File: config.mk
export PLATFORM = sky130hd
export DESIGN_NAME = ex_muldiv_flat
export DESIGN_NICKNAME = d
export VERILOG_FILES = /design/src/rtl/ex_muldiv_if.sv /design/src/rtl/ex_muldiv.sv /design/src/flat_wrapper.sv
export SDC_FILE = /design/constraint.sdc
export NUM_CORES = 1
export LEC_CHECK = 0
export ABC_AREA = 1
export CAP_MARGIN = 25
export CORE_MARGIN = 2
export CORE_UTILIZATION = 48
export CTS_CLUSTER_SIZE = 25
export DETAILED_ROUTE_END_ITERATION = 7
export PLACE_DENSITY = 0.7
export SYNTH_ARGS = -nofsm -noshare
export SYNTH_HDL_FRONTEND = slang
export SYNTH_SLANG_ARGS = --single-unit
File: constraint.sdc
create_clock -name clk -period 6.5 [get_ports clk]
set_input_delay 1.3 -clock clk [delete_from_list [all_inputs] [get_ports clk]]
set_output_delay 1.3 -clock clk [all_outputs]
set_load 0.005 [all_outputs]
File: src/rtl/ex_muldiv_if.sv
// EX-side request/result bundle for the iterative mul/div unit.
// master: pipeline EX stage, slave: ex_muldiv.
interface ex_muldiv_if #(
  parameter int XLEN = 32
);
  logic            start_i;
  logic [1:0]      op_i;
  logic [XLEN-1:0] a_i;
  logic [XLEN-1:0] b_i;
  logic            cancel_i;
  logic [XLEN-1:0] result_o;
  logic            ready_o;
  logic            busy_o;
  logic            stall_req_o;

  modport master (
    output start_i, op_i, a_i, b_i, cancel_i,
    input  result_o, ready_o, busy_o, stall_req_o
  );

  modport slave (
    input  start_i, op_i, a_i, b_i, cancel_i,
    output result_o, ready_o, busy_o, stall_req_o
  );
endinterface

File: src/rtl/ex_muldiv.sv
// Radix-2 iterative unsigned MUL/MULHU/DIVU/REMU beside the EX ALU.
// Shares one {hi, lo} shift register between multiply and restoring divide.
module ex_muldiv #(
  parameter int XLEN = 32
) (
  input  logic       clk,
  input  logic       rst,
  ex_muldiv_if.slave bus
);

  localparam int CW = $clog2(XLEN);
  localparam logic [CW-1:0] LAST = CW'(XLEN - 1);

  typedef enum logic [1:0] {
    IDLE,
    CALC,
    DONE
  } state_e;

  state_e          state_q, state_d;
  logic [1:0]      op_q, op_d;
  logic [CW-1:0]   cnt_q, cnt_d;
  logic [XLEN-1:0] hi_q, hi_d;
  logic [XLEN-1:0] lo_q, lo_d;
  logic [XLEN-1:0] opb_q, opb_d;
  logic [XLEN-1:0] res_q, res_d;
  logic            rdy_q, rdy_d;
  logic            busy_q, busy_d;
  logic            stall;

  logic [XLEN:0]   mul_sum;
  logic [XLEN-1:0] mul_hi, mul_lo;
  logic [XLEN:0]   rs;
  logic            ge;
  logic [XLEN-1:0] div_hi, div_lo;
  logic [XLEN-1:0] nxt_hi, nxt_lo;

  // One iteration of each algorithm; op_q[1] picks divide.
  always_comb begin
    mul_sum = {1'b0, hi_q}
            + (lo_q[0] ? {1'b0, opb_q} : '0);
    mul_hi  = mul_sum[XLEN:1];
    mul_lo  = {mul_sum[0], lo_q[XLEN-1:1]};

    rs      = {hi_q, lo_q[XLEN-1]};
    ge      = rs >= {1'b0, opb_q};
    div_hi  = ge ? rs[XLEN-1:0] - opb_q
                 : rs[XLEN-1:0];
    div_lo  = {lo_q[XLEN-2:0], ge};

    nxt_hi  = op_q[1] ? div_hi : mul_hi;
    nxt_lo  = op_q[1] ? div_lo : mul_lo;
  end

  always_comb begin
    state_d = state_q;
    op_d    = op_q;
    cnt_d   = cnt_q;
    hi_d    = hi_q;
    lo_d    = lo_q;
    opb_d   = opb_q;
    res_d   = res_q;
    rdy_d   = 1'b0;
    busy_d  = busy_q;
    stall   = 1'b0;

    unique case (state_q)
      IDLE: begin
        if (bus.start_i && !bus.cancel_i) begin
          stall = 1'b1;
          op_d  = bus.op_i;
          cnt_d = '0;
          hi_d  = '0;
          lo_d  = bus.op_i[1] ? bus.a_i : bus.b_i;
          opb_d = bus.op_i[1] ? bus.b_i : bus.a_i;
          if (bus.op_i[1] && bus.b_i == '0) begin
            state_d = DONE;
            rdy_d   = 1'b1;
            res_d   = bus.op_i[0] ? bus.a_i : '1;
          end else begin
            state_d = CALC;
            busy_d  = 1'b1;
          end
        end
      end
      CALC: begin
        stall = 1'b1;
        if (bus.cancel_i) begin
          state_d = IDLE;
          busy_d  = 1'b0;
        end else begin
          hi_d  = nxt_hi;
          lo_d  = nxt_lo;
          cnt_d = cnt_q + 1'b1;
          if (cnt_q == LAST) begin
            state_d = DONE;
            busy_d  = 1'b0;
            rdy_d   = 1'b1;
            res_d   = (op_q == 2'b01) ? nxt_hi
                    : (op_q == 2'b11) ? nxt_hi
                    : nxt_lo;
          end
        end
      end
      DONE: begin
        state_d = IDLE;
      end
      default: begin
        state_d = IDLE;
      end
    endcase
  end

  always_ff @(posedge clk) begin
    if (rst) begin
      state_q <= IDLE;
      op_q    <= '0;
      cnt_q   <= '0;
      hi_q    <= '0;
      lo_q    <= '0;
      opb_q   <= '0;
      res_q   <= '0;
      rdy_q   <= 1'b0;
      busy_q  <= 1'b0;
    end else begin
      state_q <= state_d;
      op_q    <= op_d;
      cnt_q   <= cnt_d;
      hi_q    <= hi_d;
      lo_q    <= lo_d;
      opb_q   <= opb_d;
      res_q   <= res_d;
      rdy_q   <= rdy_d;
      busy_q  <= busy_d;
    end
  end

  assign bus.result_o    = res_q;
  assign bus.ready_o     = rdy_q;
  assign bus.busy_o      = busy_q;
  assign bus.stall_req_o = stall;

endmodule
File: src/flat_wrapper.sv
// flat-port wrapper written by rule: the top's interface ports become plain ports
module ex_muldiv_flat 
#(
  parameter int XLEN = 32
)
  (clk, rst, bus_start_i, bus_op_i, bus_a_i, bus_b_i, bus_cancel_i, bus_result_o, bus_ready_o, bus_busy_o, bus_stall_req_o);
  ex_muldiv_if #(.XLEN(XLEN)) bus_i ();
  input  logic clk;
  input  logic rst;
  input wire logic [$bits(bus_i.start_i)-1:0] bus_start_i;
  input wire logic [$bits(bus_i.op_i)-1:0] bus_op_i;
  input wire logic [$bits(bus_i.a_i)-1:0] bus_a_i;
  input wire logic [$bits(bus_i.b_i)-1:0] bus_b_i;
  input wire logic [$bits(bus_i.cancel_i)-1:0] bus_cancel_i;
  output wire logic [$bits(bus_i.result_o)-1:0] bus_result_o;
  output wire logic [$bits(bus_i.ready_o)-1:0] bus_ready_o;
  output wire logic [$bits(bus_i.busy_o)-1:0] bus_busy_o;
  output wire logic [$bits(bus_i.stall_req_o)-1:0] bus_stall_req_o;
  assign bus_i.start_i = bus_start_i;
  assign bus_i.op_i = bus_op_i;
  assign bus_i.a_i = bus_a_i;
  assign bus_i.b_i = bus_b_i;
  assign bus_i.cancel_i = bus_cancel_i;
  assign bus_result_o = bus_i.result_o;
  assign bus_ready_o = bus_i.ready_o;
  assign bus_busy_o = bus_i.busy_o;
  assign bus_stall_req_o = bus_i.stall_req_o;
  ex_muldiv #(.XLEN(XLEN)) u_core (.clk(clk), .rst(rst), .bus(bus_i));
endmodule
Yosys cells after proc, flatten, opt, wreduce, memory -nomap -nowiden
Index checks and enable logic that the tools add are counted.

Input port bits: 70. Memories: 0. Logic and storage cells: 74. Memory bits (read-only): 0. RAM bits: 0. Bits in registers: 139. Latch bits: 0.

Bitwise operators: 0. $lt $le $gt $ge: 1. Multiplexer cells: 40. Reduce and logical (&&, ||, !) cells: 11. Divide/modulo/power cells: 0. Shift operators: 0. Multipliers: 0. $add $sub $neg: 3. Eq/ne operators: 10.

Operator list (count): two-way mux 32 bit (17); case mux 32 bit (2 select lines) (3); adder 32 x 33 -> 33 bit (1); >= comparator 33 x 32 -> 1 bit (1); logical NOT 32 bit (1); subtractor 32 bit (1); two-way mux 5 bit (2); case mux 5 bit (2 select lines) (1); two-way mux 1 bit (9); two-way mux 2 bit (4); != test 2 x 1 -> 1 bit, second input constant (3); case mux 1 bit (2 select lines) (3); adder 5 x 1 -> 5 bit, second input constant (1); equality test 5 bit, second input constant (1); AND reduction 5 bit (1); equality test 2 x 1 -> 1 bit, second input constant (2); != test 2 bit, second input constant (2); case mux 2 bit (2 select lines) (1); AND reduction 2 bit (2); AND reduction 4 bit (1); != test 3 x 2 -> 1 bit, second input constant (1); AND reduction 3 bit (1); equality test 2 bit, second input constant (1); logical AND 1 bit (2); 3 further kinds (3).

Logic depth before layout (Yosys ltp)
Depth after elaboration: 8. Mapped depth: 20. Gate-level depth less buffers: 19.

Worst setup path before layout
Ideal clock, no wire load.

Path type: input-to-output. Start: input port bus_cancel_i. End: output port bus_stall_req_o. Arrival time: 1.898 ns. Buffers on the path: 1. Stages: 6. Path slack: 3.302 ns. Data required time: 5.200 ns. Path through: inv_1 nand2_1 nor2_1 buf_2 inv_1 nand2_1.

Cells in the longest elaborated chain, start to end: 4.

Ends and longest elaborated chain: start: declaration (line flat_wrapper.sv:14) `input wire logic [$bits(bus_i.cancel_i)-1:0] bus_cancel_i;`; logical NOT 1 bit (line ex_muldiv.sv:69) `if (bus.start_i && !bus.cancel_i) begin`; logical AND 1 bit (line ex_muldiv.sv:69); two-way mux 1 bit (line ex_muldiv.sv:69); case mux 1 bit (2 select lines) (line ex_muldiv.sv:67) `unique case (state_q)`; end: declaration (line flat_wrapper.sv:18) `output wire logic [$bits(bus_i.stall_req_o)-1:0] bus_stall_req_o;`.

Every way passes these cells.

Worst setup path in the final report
Ends and elaborated chain as after synthesis.

==> run summary <==
The run finished with clean final reports. The placer's final routability congestion estimate came out at 1.01. The detailed router finished its first iteration with 1,629 violations. The final worst hold slack came out at 0.466 ns. The gate count of the mapped netlist came out at 2,237.

Derived from the worst setup path, the maximum achievable clock frequency is 243 MHz. The estimated wirelength of the detail-placed design came out at 35,200 um. The sequential element share of the synthesized area is 0.210. The core occupancy in the finished layout is 0.554. The worst setup path is launched from a primary input. The die is 170 um wide. The placed cell count is 2,593. The overall via count from detail_route came out at 14,962. The first detailed-routing pass ran for 6 iterations. The tightest min-delay check is of the flip-flop to flip-flop type. The floorplan has 60 rows. The max-slew violation count came out at 0. The number of nets in the final layout came out at 2,409. The fraction of final layout cells with drive strength greater than 1 is 0.0762. TritonCTS built the clock tree.

The via count normalized by instance count is 5.70. For this run, design rule violations remaining after detail routing come to 0. Summing all multi-input logic gate instances after layout gives 0.00882 mm2. After clock tree synthesis, the clock-pin slew on the worst setup and hold paths is 0.06 ns. The net count after synthesis is 2,375. In this run the post-CTS setup repair buffer count came out at 0.

The starting density of the core is 0.490. For the pin with the worst max-slew slack, the measured transition is 1.06 ns. Across every metal layer, demand over resource in global routing totals 0.318. The worst register-to-register path begins at u_core.state_q[0]$_SDFFE_PP0P_.

In this run the deepest clock path goes through 2 buffers. The slack of the critical path is 2.39 ns. The floorplan step defined a die boundary enclosing 0.0289 mm2. Setup repair after global routing left no endpoint under its margin.

The max capacitance violation total is 0. The layout overhead on the synthesized area is 13.0%. The areal power density over the cells is 167 mW/mm2. The remaining max-slew budget at the tightest pin is 0.289. The number of levels the H-tree was split into came out at 4. The critical path is of the primary input to output pin type.

The worst path arrival time is 2.81 ns. The sum of internal, switching and leakage power came out at 2.50 mW. The critical path starts at bus_cancel_i. The layout has 2,818 filler cells. The count of nets left with antenna violations after detail routing came out at 0. For this run, the leading register cell type out of synthesis is dfxtp_1. The die is 170 um tall.

Timing analysis after detailed placement gives a worst setup slack of 2.40 ns. The final clock skew came out at 0.0157 ns. The number of warning messages in the yosys log is 0. The static leakage came out at 7.50 nW. IR analysis of the VDD net gives a maximum drop of 0.187 mV. The maximum fanout count along the critical path came out at 8. The startpoint of the lowest-slack hold path is u_core.bus.busy_o$_SDFFE_PP0P_.

The number of enable-type register cells in the synthesized netlist is 0. The count of endpoints failing hold in the final timing report is 0. The tree built by TritonCTS fans out to 139 sinks. For this run, the number of standard cells in the final layout without fillers is 2,625. The final-report setup violation count is 0. The number of global-route vias before repair is 13,648.

The average instance in the mapped netlist occupies 5.92 um2. Wires add up to 46,400 um. The area taken by flip-flops and latches is 0.00279 mm2. The clock period minus final worst setup slack is 4.11 ns.

The top cell type by total area after synthesis is nand2_1. The later-pin clock latency in the skew report is 0.44 ns. The final instance area came out at 0.0150 mm2.

The tree is rooted in a clkbuf_16. The CTS buffer count came out at 17. The fraction of post-synthesis cell area in the top cell type by area is 0.213. The netlist uses 46 different library cells. The remaining global-route overflow came out at 0.

The final routed wire length divided by cell count is 17.7 um. The synthesized flop and latch total is 139. The number of resized instances in the post-cts repair step is 0. The pin count of the biggest net entering global routing came out at 96.

The number of ports placed on the die boundary is 105. The number of port buffers is 104. The async set or reset register ratio after synthesis came out at 0. The combined area of all synthesized cells is 0.0132 mm2. After floorplanning, the core was sized to cover 0.0270 mm2. The number of antenna violations at the first check in global routing is 1. After synthesis, the cell types taking the most area are nand2_1 21%, dfxtp_1 21%, inv_1 8.8%.

Setup total negative slack on the finished layout was measured at 0 ns. The cell area after placement came out at 0.0144 mm2. The worst setup path is captured at an output pin. The post-route clock period utilization is 0.633.

The antenna diode count came out at 0. The wire length of the first global-routing pass came out at 72,500 um. For the worst setup path, the data required time is 5.20 ns. The total of hold buffers inserted after clock tree synthesis came out at 0.
## synth_stat cells, drive strengths merged (12+ instances only)
master,number
o211ai,22
inv,312
nand3,140
dfxtp,139
a22oi,27
xnor2,14
nand4,15
nor2,130
a21oi,153
buf,23
ha,66
a31oi,48
nand3b,35
o21ai,173
a211oi,12
nor3,15
clkbuf,84
nand2,767
## worst paths after layout
check / endpoint / slack, ns / cells past startpoint
hold reg to reg: u_core.bus.busy_o$_SDFFE_PP0P_ / 0.47 / 2
setup / recovery: bus_stall_req_o / 2.39 / 7
setup reg to reg: u_core.lo_q[14]$_SDFFE_PP0P_ / 2.58 / 12
hold / removal: u_core.bus.busy_o$_SDFFE_PP0P_ / 0.47 / 2
## cell usage in the layout, fill, tap and decap left out, types with 17 or more instances in the layout
cell / Yosys / final
a21oi_1: 116 / 116
a21oi_2: 37 / 37
a22oi_1: 27 / 27
a31oi_1: 48 / 48
buf_4: 2 / 18
clkbuf_16: 0 / 17
clkdlybuf4s50_1: 0 / 102
dfxtp_1: 139 / 137
ha_1: 66 / 66
inv_1: 309 / 308
nand2_1: 752 / 752
nand3_1: 116 / 116
nand3_2: 24 / 24
nand3b_1: 19 / 19
nor2_1: 118 / 117
o211ai_1: 22 / 22
o21ai_0: 173 / 173
## routing by layer
metal	track usage	share of wire	wire [um]	vias to the layer above
met5	0	0.00024	11	-
met4	0.0899	0.027	1250	2
met3	0.0693	0.10	4800	84
met2	0.489	0.43	19800	728
met1	0.447	0.44	20500	6829
li1	-	-	-	7319
## registers in the layout, indices dropped and copies added (netlist names)
signal / cells
u_core.bus.busy_o: 1
u_core.bus.ready_o: 1
u_core.bus.result_o: 32
u_core.cnt_q: 5
u_core.hi_q: 32
u_core.lo_q: 32
u_core.op_q: 2
u_core.opb_q: 32
u_core.state_q: 2
## layout make-up
cell class / instances / area share
multi-input combinational: 1677 / 0.589
tap: 341 / 0.0285
inverter: 314 / 0.0787
clock inverter: 15 / 0.0114
timing repair buffer: 122 / 0.0779
clock buffer: 17 / 0.0284
sequential: 139 / 0.186
## report_power, final
part           total (mW)  switching, mW  internal (mW)
Clock               0.992          0.442          0.550
Sequential          0.923         0.0359          0.887
Combinational       0.584          0.391          0.193
## kinds of logic (layout without fill, tap and decap cells)
| logic type | Yosys count | after routing | share of synthesized area |
|---|---|---|---|
| buf+inv | 421 | 468 | 0.125 |
| flops | 139 | 139 | 0.210 |
| mux | 6 | 6 | 0.00453 |
| compound gates | 457 | 457 | 0.203 |
| simple gates | 1127 | 1127 | 0.379 |
| xor+xnor | 19 | 19 | 0.0126 |
| fa+ha+maj | 68 | 68 | 0.0654 |
## critical path, cell delays in order
cell	delay (ns)
clkdlybuf4s50_1	0.53
inv_1	0.05
nand2_1	0.10
nor2_4	0.05
inv_1	0.18
nand2_1	0.12
clkdlybuf4s50_1	0.48
No activity file was read; power rests on OpenSTA's default activity.
